File: src/rtl/gnrc_stream_arb_mux_pkg.sv
`default_nettype none
// +----------------------------------------------------------------------+
// | gnrc_pkg : shared helpers for the gnrc stream blocks                 |
// | Rev 1.0  : initial release                                           |
// +----------------------------------------------------------------------+
package gnrc_pkg;

    function automatic int idx_width(input int n);
        return (n > 1) ? $clog2(n) : 1;
    endfunction

endpackage
`default_nettype wire

File: src/rtl/gnrc_stream_arb_mux_if.sv
`default_nettype none
// +----------------------------------------------------------------------+
// | gnrc_stream_arb_mux_if : N-port stream inputs plus tagged output     |
// | Rev 1.0  : initial release                                           |
// +----------------------------------------------------------------------+
interface gnrc_stream_arb_mux_if #(
    parameter int  N     = 2,
    parameter type DTYPE = logic,
    parameter int  AW    = 1
);
    DTYPE [N-1:0]   data_i;
    logic [N-1:0]   valid_i;
    logic [N-1:0]   ready_o;
    DTYPE           data_o;
    logic [AW-1:0]  src_o;
    logic           valid_o;
    logic           ready_i;

    modport slave  (input  data_i, valid_i, ready_i,
                    output ready_o, data_o, src_o, valid_o);
    modport master (output data_i, valid_i, ready_i,
                    input  ready_o, data_o, src_o, valid_o);
endinterface
`default_nettype wire

File: src/rtl/gnrc_rr_arbiter.sv
`default_nettype none
// +----------------------------------------------------------------------+
// | gnrc_rr_arbiter : combinational round-robin grant from a pointer     |
// | Rev 1.0  : initial release                                           |
// +----------------------------------------------------------------------+
module gnrc_rr_arbiter
    import gnrc_pkg::*;
#(
    parameter int N  = 2,
    parameter int AW = idx_width(N)
) (
    input  logic [N-1:0]  req,
    input  logic [AW-1:0] ptr,
    output logic [AW-1:0] gnt_idx,
    output logic          gnt_vld
);

    // Walk from the farthest offset down so the port nearest ptr wins last.
    always_comb begin
        int k;
        k       = 0;
        gnt_idx = '0;
        gnt_vld = 1'b0;
        for (int i = N - 1; i >= 0; i--) begin
            k = int'(ptr) + i;
            if (k >= N) k = k - N;
            if (req[k]) begin
                gnt_idx = AW'(k);
                gnt_vld = 1'b1;
            end
        end
    end

endmodule
`default_nettype wire

File: src/rtl/gnrc_stream_arb_mux.sv
`default_nettype none
// +----------------------------------------------------------------------+
// | gnrc_stream_arb_mux : round-robin N:1 stream mux, registered output  |
// | Rev 1.0  : initial release                                           |
// +----------------------------------------------------------------------+
module gnrc_stream_arb_mux
    import gnrc_pkg::*;
#(
    parameter int  N     = 2,
    parameter type DTYPE = logic,
    parameter int  AW    = idx_width(N)
) (
    input  wire logic            clk_i,
    input  wire logic            rst_ni,
    gnrc_stream_arb_mux_if.slave bus
);

    if (N < 1) begin : g_n_check
        $error("gnrc_stream_arb_mux: N must be >= 1");
    end

    logic          ovld_q, ovld_d;
    DTYPE          odata_q, odata_d;
    logic [AW-1:0] osrc_q, osrc_d;
    logic [AW-1:0] ptr_q, ptr_d;
    logic [AW-1:0] g;
    logic          any;
    logic          ld;

    assign ld = ~ovld_q | bus.ready_i;

    gnrc_rr_arbiter #(.N(N), .AW(AW)) u_arb (
        .req     (bus.valid_i),
        .ptr     (ptr_q),
        .gnt_idx (g),
        .gnt_vld (any)
    );

    always_comb begin
        bus.ready_o = '0;
        if (rst_ni && ld && any) bus.ready_o[g] = 1'b1;
    end

    // Drain and reload share one cycle whenever the output is consumed.
    always_comb begin
        ovld_d  = ovld_q;
        odata_d = odata_q;
        osrc_d  = osrc_q;
        ptr_d   = ptr_q;
        if (ld) begin
            if (any) begin
                ovld_d  = 1'b1;
                odata_d = bus.data_i[g];
                osrc_d  = g;
                ptr_d   = (g == AW'(N - 1)) ? '0 : g + AW'(1);
            end else begin
                ovld_d  = 1'b0;
            end
        end
    end

    always_ff @(posedge clk_i or negedge rst_ni) begin
        if (!rst_ni) begin
            ovld_q  <= 1'b0;
            odata_q <= '0;
            osrc_q  <= '0;
            ptr_q   <= '0;
        end else begin
            ovld_q  <= ovld_d;
            odata_q <= odata_d;
            osrc_q  <= osrc_d;
            ptr_q   <= ptr_d;
        end
    end

    assign bus.valid_o = ovld_q;
    assign bus.data_o  = odata_q;
    assign bus.src_o   = osrc_q;

endmodule
`default_nettype wire
File: src/flat_wrapper.sv
// flat-port wrapper written by rule: the top's interface ports become plain ports
module gnrc_stream_arb_mux_flat import gnrc_pkg::*;
#(
    parameter int  N     = 2,
    parameter type DTYPE = logic,
    parameter int  AW    = idx_width(N)
)
  (clk_i, rst_ni, bus_data_i, bus_valid_i, bus_ready_i, bus_ready_o, bus_data_o, bus_src_o, bus_valid_o);
  gnrc_stream_arb_mux_if #(.N(N), .DTYPE(DTYPE), .AW(AW)) bus_i ();
  input  wire logic clk_i;
  input  wire logic rst_ni;
  input wire logic [$bits(bus_i.data_i)-1:0] bus_data_i;
  input wire logic [$bits(bus_i.valid_i)-1:0] bus_valid_i;
  input wire logic [$bits(bus_i.ready_i)-1:0] bus_ready_i;
  output wire logic [$bits(bus_i.ready_o)-1:0] bus_ready_o;
  output wire logic [$bits(bus_i.data_o)-1:0] bus_data_o;
  output wire logic [$bits(bus_i.src_o)-1:0] bus_src_o;
  output wire logic [$bits(bus_i.valid_o)-1:0] bus_valid_o;
  assign bus_i.data_i = bus_data_i;
  assign bus_i.valid_i = bus_valid_i;
  assign bus_i.ready_i = bus_ready_i;
  assign bus_ready_o = bus_i.ready_o;
  assign bus_data_o = bus_i.data_o;
  assign bus_src_o = bus_i.src_o;
  assign bus_valid_o = bus_i.valid_o;
  gnrc_stream_arb_mux #(.N(N), .DTYPE(DTYPE), .AW(AW)) u_core (.clk_i(clk_i), .rst_ni(rst_ni), .bus(bus_i));
endmodule
File: config.mk
export PLATFORM = sky130hd
export DESIGN_NAME = gnrc_stream_arb_mux_flat
export DESIGN_NICKNAME = d
export VERILOG_FILES = /design/src/rtl/gnrc_stream_arb_mux_pkg.sv /design/src/rtl/gnrc_stream_arb_mux_if.sv /design/src/rtl/gnrc_rr_arbiter.sv /design/src/rtl/gnrc_stream_arb_mux.sv /design/src/flat_wrapper.sv
export SDC_FILE = /design/constraint.sdc
export NUM_CORES = 1
export LEC_CHECK = 0
export ABC_CLOCK_PERIOD_IN_PS = 900
export BUFFER_PORTS_ARGS = -buffer_cell sky130_fd_sc_hd__buf_2
export CORE_AREA = 2 2 39 41
export CTS_CLUSTER_SIZE = 28
export DETAILED_ROUTE_END_ITERATION = 7
export DIE_AREA = 0 0 41 43
export MAX_ROUTING_LAYER = met4
export PLACE_DENSITY = 0.4
export SYNTH_ARGS = -nofsm -noshare
export SYNTH_HDL_FRONTEND = slang
export SYNTH_SLANG_ARGS = --single-unit
export TNS_END_PERCENT = 1
File: constraint.sdc
create_clock -name clk_i -period 0.9 [get_ports clk_i]
set_input_delay 0.045 -clock clk_i [delete_from_list [all_inputs] [get_ports clk_i]]
set_output_delay 0.045 -clock clk_i [all_outputs]
set_load 0.01 [all_outputs]
==> results.py <==
metrics = {
    "synthesis": {
        "yosysWarnings": 0,
        "ys_seq_area_share_pct": 47.9,
        "synthCells": 23,
        "synth_common_cells": "4 x dfrtp_1, 4 x nand2_1, 3 x inv_1, 3 x nor2_1, 3 x o21ai_1",
        "ys.flop_type": "dfrtp_1",
        "synth_cell_types": 10,
        "netlist_area_um2": 209,
        "yosys-top-cells-area": "dfrtp_1 48%, nand3_2 9.6%, o21ai_1 7.2%",
        "syn_nets": 30,
        "ys_seq_elements": 4,
        "async_reset_ff_share_pct": 100,
        "synth_top_area_cell": "dfrtp_1",
        "synth_area_per_cell_um2": 9.08,
        "synth_top_area_share_pct": 47.9,
        "synth_edf_count": 0,
    },
    "routing": {
        "dr.pass1.iters": 4,
        "routed_wl_um": 571,
        "wl_per_cell_um": 9.68,
        "vias": 229,
        "ant_nets": 0,
        "drt_iter0_drc": 3,
        "drc_errors": 0,
        "via_per_inst": 3.88,
    },
    "status": {
        "violations": "negative setup slack",
        "status": "complete, but fails checks",
    },
    "floorplanning": {
        "initial_utilization_pct": 15.1,
        "die_y_um": 43,
        "core_um2": 1380,
        "die_area_um2": 1760,
        "chipWidth_um": 41,
        "io_pins": 12,
        "row_count": 14,
    },
    "setup_path": {
        "crit_buf_inv": 1,
        "end_kind": "output port",
        "rrSetupSlack_ns": -0.10,
        "crit_type": "flip-flop to output port",
        "crit_fanout": 3,
        "cp-start-kind": "flip-flop",
        "cpLargestDelayFamily": "flip-flops",
        "r2r-start": "u_core.bus.valid_o",
        "crit_path_top_delay_cell": "dfrtp_1",
        "reg2reg_depth": 4,
        "crit_arrival_ns": 1.02,
        "slowest_delay_ns": 0.40,
        "r2r-end": "u_core.bus.data_o",
        "crit_path_cell_trace": "nand2b_4 -> nand3_4 -> nor2_1 -> buf_2",
        "cp.required_ns": 0.85,
    },
    "cells_and_area": {
        "final_nets": 52,
        "diodes": 0,
        "nFillCells": 158,
        "multi_input_area_um2": 139,
        "syn_to_final_growth_pct": 89.2,
        "drive_above_1_share_pct": 62.8,
        "regArea_um2": 100,
    },
    "global_routing": {
        "first_global_vias": 235,
        "track_usage_pct": 8.99,
        "grt_overflow_total": 0,
        "grt_max_degree": 5,
        "antenna_found_initial": 0,
        "grt_pass1_wl_um": 952,
    },
    "place": {
        "io_buffers": 11,
        "post-dp-hpwl_um": 379,
        "finalWeightedCongestion": 0.642,
    },
    "sta": {
        "setup_viol": 6,
        "setup_tns_ns": -0.582,
        "relSlewSlack_pct": 80.6,
        "fin_ws_ns": -0.163,
        "final-hold-violation-count": 0,
        "fmax_mhz": 941,
        "hold_ws_ns": 0.0670,
        "rsz0062_at_grt": "yes",
        "finalCriticalPeriod_ns": 1.06,
        "finalCritPeriodShare_pct": 118,
        "worst_slew_pin_slew_ns": 0.290,
        "drv_slew": 0,
        "finClkSkew_ns": 0.00246,
    },
    "min_path": {
        "holdPathStages": 3,
        "min_path_type": "input pin to flip-flop",
        "min_delay_worst_endpoint": "u_core.bus.data_o",
        "worstHoldStart": "bus_data_i[1]",
    },
    "clocking": {
        "clock_tree.root_cell": "clkbuf_4",
        "clk_pin_slew_ns": 0.04,
        "cts_tree": "yes",
        "clock_latency_ns": 0.23,
        "cts.sinks": 4,
        "cts_buffers": 3,
        "clock_path_buffers": 2,
        "htreeDepth": 1,
    },
    "pwr": {
        "p_leak_nw": 0.209,
        "total_power_uw": 610,
        "powerDensity_nw_per_um2": 1540,
        "vdd_drop_max_mv": 0.508,
    },
    "job": {
        "drv_cap": 0,
    },
}
## how the worst max path moves through the flow
stage,start,end,cells past startpoint
after floorplan,u_core.bus.valid_o,u_core.bus.data_o,3
after global placement,u_core.bus.valid_o,bus_ready_o[1],4
after detailed placement,u_core.bus.valid_o,bus_ready_o[1],4
after CTS,u_core.bus.valid_o,bus_ready_o[1],4
after global routing,u_core.bus.valid_o,bus_ready_o[1],4
final,u_core.bus.valid_o,bus_ready_o[0],4
## state kept, by name, summed over array words and instances (netlist names)
name and cells:
u_core.bus.data_o 1, u_core.bus.src_o 1, u_core.bus.valid_o 1, u_core.ptr_q 1
## kinds of logic after synthesis
group / count (synthesis) / synth area share (%)
AOI/OAI and AO/OA: 4 / 14.4
buffers and inverters: 3 / 5.39
DFF: 4 / 47.9
and+or+nand+nor: 12 / 32.3
## per-stage QoR
stage | instances | utilization (%) | area [µm²] | setup slack [ns]
6_report | 59 | 28.6 | 395 | -0.163
5_1_grt | 59 | 28.6 | 395 | -0.245
4_1_cts | 58 | 27.8 | 385 | -0.199
3_5_place_dp | 50 | 21.3 | 295 | 0.000813
3_3_place_gp | 50 | 21.3 | 295 | 0.00918
2_1_floorplan | 23 | - | 220 | 0.0230
## tightest hold or removal path: cells and delay by family
kind	cells	cell delay, ns
AOI/OAI and AO/OA	1	0.11
buffers and inverters	2	0.10
## metal layers
metal | up-vias | share of wire, % | GRT usage [%]
met4 | 0 | 0 | 8.00
met1 | 103 | 44 | 9.45
met3 | 0 | 9.8 | 4.71
met2 | 11 | 46 | 11.6
li1 | 115 | - | -
met5 | - | 0 | -
## where the power goes
part,switching (mW),total (mW),internal [mW]
sequential,0.0161,0.220,0.204
clock,0.0764,0.226,0.149
combinational,0.0782,0.165,0.0863
total,0.171,0.610,0.440
## what timing repair did
item / CTS / global route
gates resized for setup: 4 / 1
hold buffers: 1 / 0
pin swaps: 6 / 2
endpoints found under the setup margin: 2 / 6
buffers inserted: 4 / 1
endpoints found under the hold margin: 4 / 0
## cell type report
type	instances	area share, %
tap	16	5.06
clock buffer	3	5.70
timing repair buffer	17	25.9
sequential	4	25.3
inverter	3	2.85
multi-input combinational	16	35.1
## layout by cell type (no fill, tap or decap)
master	instances
nand2b_4	2
dfrtp_1	4
nand3_4	2
buf_4	5
buf_2	11
o221ai_2	1
nor2_2	1
nand2_1	4
dlygate4sd3_1	1
o21ai_2	1
inv_1	3
nor2_1	2
clkbuf_4	3
o21ai_1	2
nor2b_4	1
Note: power is estimated with default switching activity, not from simulation.
